### config.mk
export PLATFORM = sky130hd
export DESIGN_NAME = mul_column_loader
export DESIGN_NICKNAME = d
export VERILOG_FILES = /design/src/rtl/mul_column_loader_pkg.sv /design/src/rtl/mul_column_loader_column_shifter.sv /design/src/rtl/mul_column_loader.sv
export SDC_FILE = /design/constraint.sdc
export NUM_CORES = 1
export LEC_CHECK = 0
export ABC_AREA = 1
export CORE_MARGIN = 2
export CORE_UTILIZATION = 50
export DETAILED_ROUTE_END_ITERATION = 8
export GPL_ROUTABILITY_DRIVEN = 1
export GPL_TIMING_DRIVEN = 0
export PLACE_DENSITY_LB_ADDON = 0.25
export SLEW_MARGIN = 20
export SYNTH_ARGS = -nofsm -noshare
export SYNTH_HDL_FRONTEND = slang
export SYNTH_SLANG_ARGS = --single-unit
### constraint.sdc
create_clock -name clk -period 23.7 [get_ports clk]
set_input_delay 4.74 -clock clk [delete_from_list [all_inputs] [get_ports clk]]
set_output_delay 4.74 -clock clk [all_outputs]
set_load 0.005 [all_outputs]
### src/rtl/mul_column_loader_pkg.sv
// -----------------------------------------------------------------------------
// mul_column_loader_pkg
//   Shared types and elaboration-time helpers for mul_column_loader.
//   - state_e     : loader FSM states (ST_PIPE only exists when the
//                   MUL_COLUMN_LOADER_PIPE_EN macro is defined)
//   - col_height  : height of column c of an n x n partial-product matrix
//   - col_offset  : bit offset of column c inside the flattened matrix
// -----------------------------------------------------------------------------
package mul_column_loader_pkg;

`ifdef MUL_COLUMN_LOADER_PIPE_EN
  typedef enum logic [1:0] {
    ST_FILL    = 2'd0,
    ST_CAPTURE = 2'd1,
    ST_PIPE    = 2'd2,
    ST_HOLD    = 2'd3
  } state_e;
`else
  typedef enum logic [1:0] {
    ST_FILL    = 2'd0,
    ST_CAPTURE = 2'd1,
    ST_HOLD    = 2'd3
  } state_e;
`endif

  // Column c of an n x n multiplier holds min(c+1, 2n-1-c) partial products.
  function automatic int col_height(input int c, input int n);
    int up;
    int dn;
    up = c + 1;
    dn = 2 * n - 1 - c;
    return (up < dn) ? up : dn;
  endfunction

  // Columns are packed LSB-first, so column c starts after all lower columns.
  function automatic int col_offset(input int c, input int n);
    int off;
    off = 0;
    for (int k = 0; k < c; k++) begin
      off += col_height(k, n);
    end
    return off;
  endfunction

endpackage

### src/rtl/mul_column_loader_column_shifter.sv
// -----------------------------------------------------------------------------
// column_shifter
//   Serial-in / parallel-out register for one matrix column.
//   Parameters:
//     DEPTH      : column height (>= 1)
//   Ports:
//     clk        : clock
//     rst        : asynchronous active-high reset, clears the column
//     shift_en_i : shift one bit in this cycle
//     bit_i      : serial input bit, enters at the LSB
//     q_o        : parallel column contents (LSB = newest bit)
// -----------------------------------------------------------------------------
module column_shifter #(
  parameter int DEPTH = 1
) (
  input  logic             clk,
  input  logic             rst,
  input  logic             shift_en_i,
  input  logic             bit_i,
  output logic [DEPTH-1:0] q_o
);

  logic [DEPTH-1:0] q_q;
  logic [DEPTH-1:0] q_d;

  // A height-1 column has nothing to shift; it is simply reloaded.
  generate
    if (DEPTH == 1) begin : g_single
      assign q_d = shift_en_i ? bit_i : q_q;
    end else begin : g_shift
      assign q_d = shift_en_i ? {q_q[DEPTH-2:0], bit_i} : q_q;
    end
  endgenerate

  always_ff @(posedge clk or posedge rst) begin
    if (rst) begin
      q_q <= '0;
    end else begin
      q_q <= q_d;
    end
  end

  assign q_o = q_q;

endmodule

### src/rtl/mul_column_loader.sv
// -----------------------------------------------------------------------------
// mul_column_loader
//   Loads an N x N partial-product matrix into per-column shift registers
//   (one serial bit per column per accepted beat), presents the flattened
//   matrix to an external combinational column compressor and captures the
//   compressor's 2N-bit result behind a valid/ready handshake.
//
//   Optional feature: define MUL_COLUMN_LOADER_PIPE_EN to insert a register
//   (dst_q) between the compressor output and `result`, adding a PIPE state.
//
//   Parameters:
//     N          : operand width (2N-1 columns, N*N matrix bits)
//   Ports:
//     clk        : clock
//     rst        : asynchronous active-high reset
//     src_i      : one serial bit per column (bit c feeds column c)
//     in_valid   : a beat is present on src_i
//     in_ready   : loader accepts a beat this cycle (state == FILL)
//     col_bits   : flattened columns, column c at [off(c)+h(c)-1 : off(c)]
//     dst_i      : compressor result, combinational from col_bits
//     result     : captured product (registered)
//     out_valid  : result is valid (registered)
//     out_ready  : consumer takes result
// -----------------------------------------------------------------------------
module mul_column_loader
  import mul_column_loader_pkg::*;
#(
  parameter int N = 14
) (
  input  logic             clk,
  input  logic             rst,
  input  logic [2*N-2:0]   src_i,
  input  logic             in_valid,
  output logic             in_ready,
  output logic [N*N-1:0]   col_bits,
  input  logic [2*N-1:0]   dst_i,
  output logic [2*N-1:0]   result,
  output logic             out_valid,
  input  logic             out_ready
);

  localparam int COLS  = 2 * N - 1;
  localparam int CNT_W = $clog2(N + 1);

  state_e           state_q;
  state_e           state_d;
  logic [CNT_W-1:0] cnt_q;
  logic [CNT_W-1:0] cnt_d;
  logic [2*N-1:0]   result_q;
  logic [2*N-1:0]   result_d;
  logic             out_valid_q;
  logic             out_valid_d;
  logic             accept;
  logic             last_beat;

`ifdef MUL_COLUMN_LOADER_PIPE_EN
  logic [2*N-1:0]   dst_q;
  logic [2*N-1:0]   dst_d;
`endif

  assign accept    = in_valid && in_ready;
  assign last_beat = accept && (cnt_q == CNT_W'(N - 1));

  // Column registers: one shifter per column, heights follow the diamond shape.
  for (genvar c = 0; c < COLS; c++) begin : g_col
    localparam int H   = col_height(c, N);
    localparam int OFF = col_offset(c, N);
    logic [H-1:0] col_q;

    column_shifter #(
      .DEPTH(H)
    ) u_col (
      .clk       (clk),
      .rst       (rst),
      .shift_en_i(accept),
      .bit_i     (src_i[c]),
      .q_o       (col_q)
    );

    assign col_bits[OFF +: H] = col_q;
  end

  // FSM state register
  always_ff @(posedge clk or posedge rst) begin
    if (rst) begin
      state_q <= ST_FILL;
    end else begin
      state_q <= state_d;
    end
  end

  // FSM next-state logic
  always_comb begin
    state_d = state_q;
    case (state_q)
      ST_FILL: begin
        if (last_beat) begin
          state_d = ST_CAPTURE;
        end
      end
`ifdef MUL_COLUMN_LOADER_PIPE_EN
      ST_CAPTURE: state_d = ST_PIPE;
      ST_PIPE:    state_d = ST_HOLD;
`else
      ST_CAPTURE: state_d = ST_HOLD;
`endif
      ST_HOLD: begin
        if (out_ready) begin
          state_d = ST_FILL;
        end
      end
      default: state_d = ST_FILL;
    endcase
  end

  // FSM outputs: in_ready is decoded from state only, no input feedthrough.
  always_comb begin
    in_ready = (state_q == ST_FILL);
  end

  // Datapath next-state: beat counter, result capture and valid flag.
  always_comb begin
    cnt_d       = cnt_q;
    result_d    = result_q;
    out_valid_d = out_valid_q;
`ifdef MUL_COLUMN_LOADER_PIPE_EN
    dst_d       = dst_q;
`endif

    if (accept) begin
      cnt_d = last_beat ? '0 : cnt_q + 1'b1;
    end

`ifdef MUL_COLUMN_LOADER_PIPE_EN
    // Compressor output is registered first, then moved into result.
    if (state_q == ST_CAPTURE) begin
      dst_d = dst_i;
    end
    if (state_q == ST_PIPE) begin
      result_d    = dst_q;
      out_valid_d = 1'b1;
    end
`else
    if (state_q == ST_CAPTURE) begin
      result_d    = dst_i;
      out_valid_d = 1'b1;
    end
`endif

    if ((state_q == ST_HOLD) && out_ready) begin
      out_valid_d = 1'b0;
    end
  end

  always_ff @(posedge clk or posedge rst) begin
    if (rst) begin
      cnt_q       <= '0;
      result_q    <= '0;
      out_valid_q <= 1'b0;
`ifdef MUL_COLUMN_LOADER_PIPE_EN
      dst_q       <= '0;
`endif
    end else begin
      cnt_q       <= cnt_d;
      result_q    <= result_d;
      out_valid_q <= out_valid_d;
`ifdef MUL_COLUMN_LOADER_PIPE_EN
      dst_q       <= dst_d;
`endif
    end
  end

  assign result    = result_q;
  assign out_valid = out_valid_q;

endmodule

== Word level (Yosys, flattened, before mapping) ==
Index checks and enable logic that the tools add are counted.
Word-level totals
  input bits: 59
  logic and storage cells: 49
  bits in registers: 231
  output and inout bits: 226
Operators by class
  multiplexer cells: 6
  add/sub/neg operators: 1
  eq/ne operators: 5
  reduce and logical (&&, ||, !) cells: 6
Operator list (number)
  one-hot mux 2 bit (3 select lines): 1
  adder 4 x 1 -> 4 bit, second input constant: 1
  == test 4 bit, second input constant: 1
  two-way mux 2 bit: 2
  two-way mux 4 bit: 1
  logical AND 1 bit: 3
  == test 2 x 1 -> 1 bit, second input constant: 1
  == test 2 bit, second input constant: 1
  zero test 2 bit: 1
  two-way mux 1 bit: 2
  inequality test 2 x 1 -> 1 bit, second input constant: 1
  inequality test 2 bit, second input constant: 1
  AND reduction 2 bit: 1
  nonzero test 2 bit: 1

== Longest topological paths before layout ==
  depth after elaboration: 5
  depth in mapped cells: 8
  gate-level depth less buffers: 7

== By module ==
A second synthesis with hierarchy kept.
Unflattened totals
  cells, all modules: 1023
  area total of the unflattened synthesis: 9006.1 µm²
By module, submodules not included
  mul_column_loader: area an instance 1470.2 µm², cells an instance 163, instances 1
  column_shifter (g_col[12].u_col ...): area an instance 498.0 µm², cells an instance 56, instances 2
  column_shifter (g_col[11].u_col ...): area an instance 461.7 µm², cells an instance 52, instances 2
  column_shifter (g_col[10].u_col ...): area an instance 425.4 µm², cells an instance 48, instances 2
  column_shifter (g_col[17].u_col ...): area an instance 381.6 µm², cells an instance 43, instances 2
  column_shifter (g_col[18].u_col ...): area an instance 345.3 µm², cells an instance 39, instances 2
  column_shifter (g_col[19].u_col ...): area an instance 309.0 µm², cells an instance 35, instances 2
  column_shifter (g_col[20].u_col ...): area an instance 272.8 µm², cells an instance 31, instances 2
  column_shifter (g_col[13].u_col): area an instance 534.3 µm², cells an instance 60, instances 1
  column_shifter (g_col[21].u_col ...): area an instance 225.2 µm², cells an instance 26, instances 2
  column_shifter (g_col[22].u_col ...): area an instance 188.9 µm², cells an instance 22, instances 2
  column_shifter (g_col[23].u_col ...): area an instance 152.6 µm², cells an instance 18, instances 2
  column_shifter (g_col[24].u_col ...): area an instance 116.4 µm², cells an instance 14, instances 2
  column_shifter (g_col[1].u_col ...): area an instance 80.1 µm², cells an instance 10, instances 2
  column_shifter (g_col[0].u_col ...): area an instance 43.8 µm², cells an instance 6, instances 2

== Least setup slack after synthesis ==
Ideal clock, no wire load.
  path type: input port to flip-flop
  start: input in_valid
  end: register g_col[10].u_col.q_q[10]
  buffers on the path: 2
  slack: 18179 ps
  stages on the path: 7
  arrival time: 5404 ps
  required time: 23584 ps
  cells stage by stage: inv_1 nor2_4 inv_4 buf_4 buf_4 nand2_1 nand2_1
Between the ends
  longest elaborated chain between the ends: 1
Ends and longest elaborated chain
  start: declaration: line mul_column_loader.sv:33  | input logic in_valid,
  logical AND 1 bit: line mul_column_loader.sv:61  | assign accept = in_valid && in_ready;
  end signal: assignment: line mul_column_loader_column_shifter.sv:39  | q_q <= q_d;
  end: declaration: line mul_column_loader_column_shifter.sv:23  | logic [DEPTH-1:0] q_q;
No other way between the ends.
A chain may end at the register's enable or synchronous reset.

== Final worst setup path ==
  start: register state_q[0]
  end: output in_ready
Between the ends
  longest elaborated chain between the ends: 1
Ends and longest elaborated chain
  start: declaration: line mul_column_loader.sv:45  | state_e state_q;
  start signal: assignment: line mul_column_loader.sv:88  | state_q <= state_d;
  zero test 2 bit: line mul_column_loader.sv:118  | in_ready = (state_q == ST_FILL);
  end: declaration: line mul_column_loader.sv:34  | output logic in_ready,
No other way between the ends.

==> results list <==
- Measured along the y axis, the die boundary spans 136.0 um.
- The via count of the first global-routing pass is around 7200.
* Gp weighted congestion: 0.7948
- HPWL Detailed: 16.96 mm
- First DRT Iteration DRCs: 495
* Setup TNS Final: 0 ns
- Count of port buffers added during placement: 284
- The cell area that synthesis handed to floorplanning was between 8000 and 9000 um^2.
- The floorplan has 48 rows.
- Clock tree from TritonCTS: yes
* Max-slew violation count: 0
* Buffers inserted by post-CTS timing repair: 0
* Maximum clock insertion buffer count: 3
- Clock latency on the worst-skew pair, taken at its later pin, is just over 0.5 ns.
- For the pin with the worst max-slew slack, the measured transition is 0.5734 ns.
- Of the available clock period, the critical path in the final layout requires a little over a quarter.
* Number of inserted diodes: 0
* Upper clock frequency limit: 156.2 MHz
- Ratio of routed vias to standard cells: 5.042
- After detailed routing, the average wire length per cell comes to 16.71 um.
- Post-route antenna net violation count: 0
- The startpoint identified for the worst register-to-register timing path is state_q[0].
- Critical Path Start Type: register
- Final-stage net count: approximately 1300
* DRC violations left: 0
* Critical path launch point: state_q[0]
- The number of cells on the worst reg-to-reg path is 8.
* H-Tree Depth: 1
- X dimension of the die: ~140 um
- Headroom to the max-slew limit came out at 61.77%.
- Final setup violating endpoints: 0
* Clock tree skew after final layout: 0.01481 ns
- Post-synthesis cell count: 913
* Average cell area after synthesis: between 9 and 10 um^2
- The critical path is of the reg2out type.
- After synthesis the netlist holds a flip-flop and latch count of roughly 230.
* Final Hold Violating Endpoints: 0
- Detailed routing inserted a total of 7387 vias.
* P&R area growth vs syn: 45.36%
- Reg-to-reg setup timing slack: 22.13 ns
- For this block, the routed nets add up to ~24 mm of wire.
- Crit Path Max Fanout: 5
- Reg clk slew, reported paths: about 0.06 ns
- Reg-to-Reg End: g_col[20].u_col.q_o[1]
- Worst IR drop on VDD: slightly above 100 uV
* Clock Sink Count: 231
- The design draws 1.741 mW.
* Number of synthesis warnings: 0
- Count of placed standard cells including taps: 1424
- Capturing instance or port of the critical path: in_ready
- Pin placement for this block handled roughly 290 I/O pins.
- Area of the placeable core: between 15000 and 20000 um^2
- CP Capture Type: output port
* Result of the run: finished, final reports clean
- Once the clock tree was built, the resizer swapped 0 gates to a different size.
- Residual overflow from global routing: 0
- Leaving out filler cells and counting taps, the final layout contains 1465.
- Unrepaired setup endpoints after global routing: false
* Class of the worst hold path: reg2reg
* Layout cells sized above 1: under 10%
- The first global-routing pass estimated approximately 38 mm of wire.
- Root Buffer Master: sky130_fd_sc_hd__clkbuf_16
* Total power per unit cell area: 137.4 nW/um^2
- The tool flagged a number of max-cap violations equal to 0.
- Post-route minimum period: roughly 6.4 ns
* Antenna violations before repair: 0
- Leakage power: a little under 6 nW
- The pre-antenna-repair detailed-routing pass consisted of 5 iterations.
- Buffers inserted during clock tree synthesis total 24.
- For this run, the register share of the synthesized area comes to 66.32%.
- Initial standard-cell utilization of the core: 50.74%
- Full die area: 18500 um^2
* Req. time, crit path: roughly 19 ns
- Count of hold buffers inserted by post-cts repair: 0
* Arrival time worst endpoint: 1.66 ns
- The number of nets in the synthesized netlist is 974.
* Aggregate global-route resource usage: 26.10%
- After synthesis, the netlist uses 17 different library cells.
- Largest net degree at the start of global routing: 95
==> layer usage <==
metal | up-vias | wire [um] | GRT usage [%]
li1 | 3477 | - | -
met1 | 3607 | 9905 | 34.88
met2 | 275 | 12130 | 43.33
met3 | 28 | 2079 | 6.525
met4 | 0 | 365 | 5.961
met5 | - | 0 | 0
==> cells in the final DEF, fill, tap and decap left out, types with 4 or more instances in the layout <==
master,n
sky130_fd_sc_hd__buf_2,22
sky130_fd_sc_hd__buf_4,14
sky130_fd_sc_hd__clkbuf_1,23
sky130_fd_sc_hd__clkbuf_16,25
sky130_fd_sc_hd__clkbuf_8,5
sky130_fd_sc_hd__clkdlybuf4s50_1,284
sky130_fd_sc_hd__clkinv_2,4
sky130_fd_sc_hd__dfrtp_1,231
sky130_fd_sc_hd__inv_1,91
sky130_fd_sc_hd__nand2_1,321
sky130_fd_sc_hd__nand3_1,31
sky130_fd_sc_hd__nor2_1,4
sky130_fd_sc_hd__o21ai_0,92
sky130_fd_sc_hd__o21ai_1,80
==> report_power, final <==
| part | leakage [nW] | switching (mW) | internal, mW |
|---|---|---|---|
| combinational | 2.56 | 0.323 | 0.380 |
| sequential | 2.98 | 0.110 | 0.561 |
| clock | 0.381 | 0.149 | 0.218 |
==> synth_stat cells <==
cell type                    n  area share, %
sky130_fd_sc_hd__nand2_1   321             14
sky130_fd_sc_hd__dfrtp_1   231             66
sky130_fd_sc_hd__inv_1      92            4.0
sky130_fd_sc_hd__o21ai_0    92            5.3
sky130_fd_sc_hd__o21ai_1    80            4.6
sky130_fd_sc_hd__nand3_1    31            1.8
sky130_fd_sc_hd__buf_2      22            1.3
sky130_fd_sc_hd__clkbuf_1   17           0.73
sky130_fd_sc_hd__buf_4      14            1.2
sky130_fd_sc_hd__nor2_1      4           0.17
sky130_fd_sc_hd__ha_1        2           0.29
sky130_fd_sc_hd__inv_2       2          0.086
sky130_fd_sc_hd__a21oi_1     1          0.057
sky130_fd_sc_hd__buf_6       1           0.13
sky130_fd_sc_hd__inv_4       1          0.072
sky130_fd_sc_hd__nor2_4      1           0.13
sky130_fd_sc_hd__xor2_1      1           0.10
==> area by class of cell <==
type	instances	area [um^2]
Sequential cell	231	5781
Fill cell	1294	4507
Timing Repair Buffer	286	2898
Multi-Input combinational cell	533	2286
Clock buffer	36	716.9
Inverter	95	366.6
Buffer	54	290.3
Tap cell	225	281.5
Clock inverter	5	50.05
==> logic make-up after synthesis <==
family	synth area share, %
AO/OA/AOI/OAI	9.934
XOR/XNOR	0.1005
adder cells (fa/ha/maj)	0.2871
buffers and inverters	7.451
flip-flops	66.32
AND/OR/NAND/NOR	15.91
==> how the worst min path moves through the flow <==
stage	start	to	slack [ns]	cells after the start
floorplan	g_col[0].u_col.q_o	g_col[0].u_col.q_o	0.44	2
global placement	result[18]	result[18]	0.45	2
detailed placement	g_col[24].u_col.q_o[2]	g_col[24].u_col.q_o[2]	0.46	2
CTS	g_col[24].u_col.q_o[2]	g_col[24].u_col.q_o[2]	0.47	2
global route	g_col[26].u_col.q_o	g_col[26].u_col.q_o	0.49	2
finish	g_col[24].u_col.q_o[2]	g_col[24].u_col.q_o[2]	0.47	2
==> worst max-delay path, cell delays in order, from the launching register on <==
cell and delay [ns]:
sky130_fd_sc_hd__dfrtp_1 0.43, sky130_fd_sc_hd__inv_2 0.06, sky130_fd_sc_hd__nand2_1 0.09, sky130_fd_sc_hd__inv_1 0.07
sky130_fd_sc_hd__clkdlybuf4s50_1 0.52
==> state kept, by name (all words and copies together), names as in the netlist <==
register,cells
cnt_q,4
g_col.u_col.q_o,196
out_valid,1
result,28
state_q,2
==> stage by stage <==
| step | hold slack [ns] | instance area, um^2 | util (%) | setup WS (ns) |
|---|---|---|---|---|
| after global routing | 0.4946 | 12670 | 73.76 | 17.20 |
| final | 0.4710 | 12670 | 73.76 | 17.30 |
| after global placement | 0.4522 | 11840 | 68.93 | 9.726 |
| after floorplan | 0.4431 | 8716 | - | 12.63 |
| after detailed placement | 0.4579 | 11900 | 69.30 | 17.43 |
| after CTS | 0.4730 | 12670 | 73.76 | 17.27 |
No activity file was read; power rests on OpenSTA's default activity.
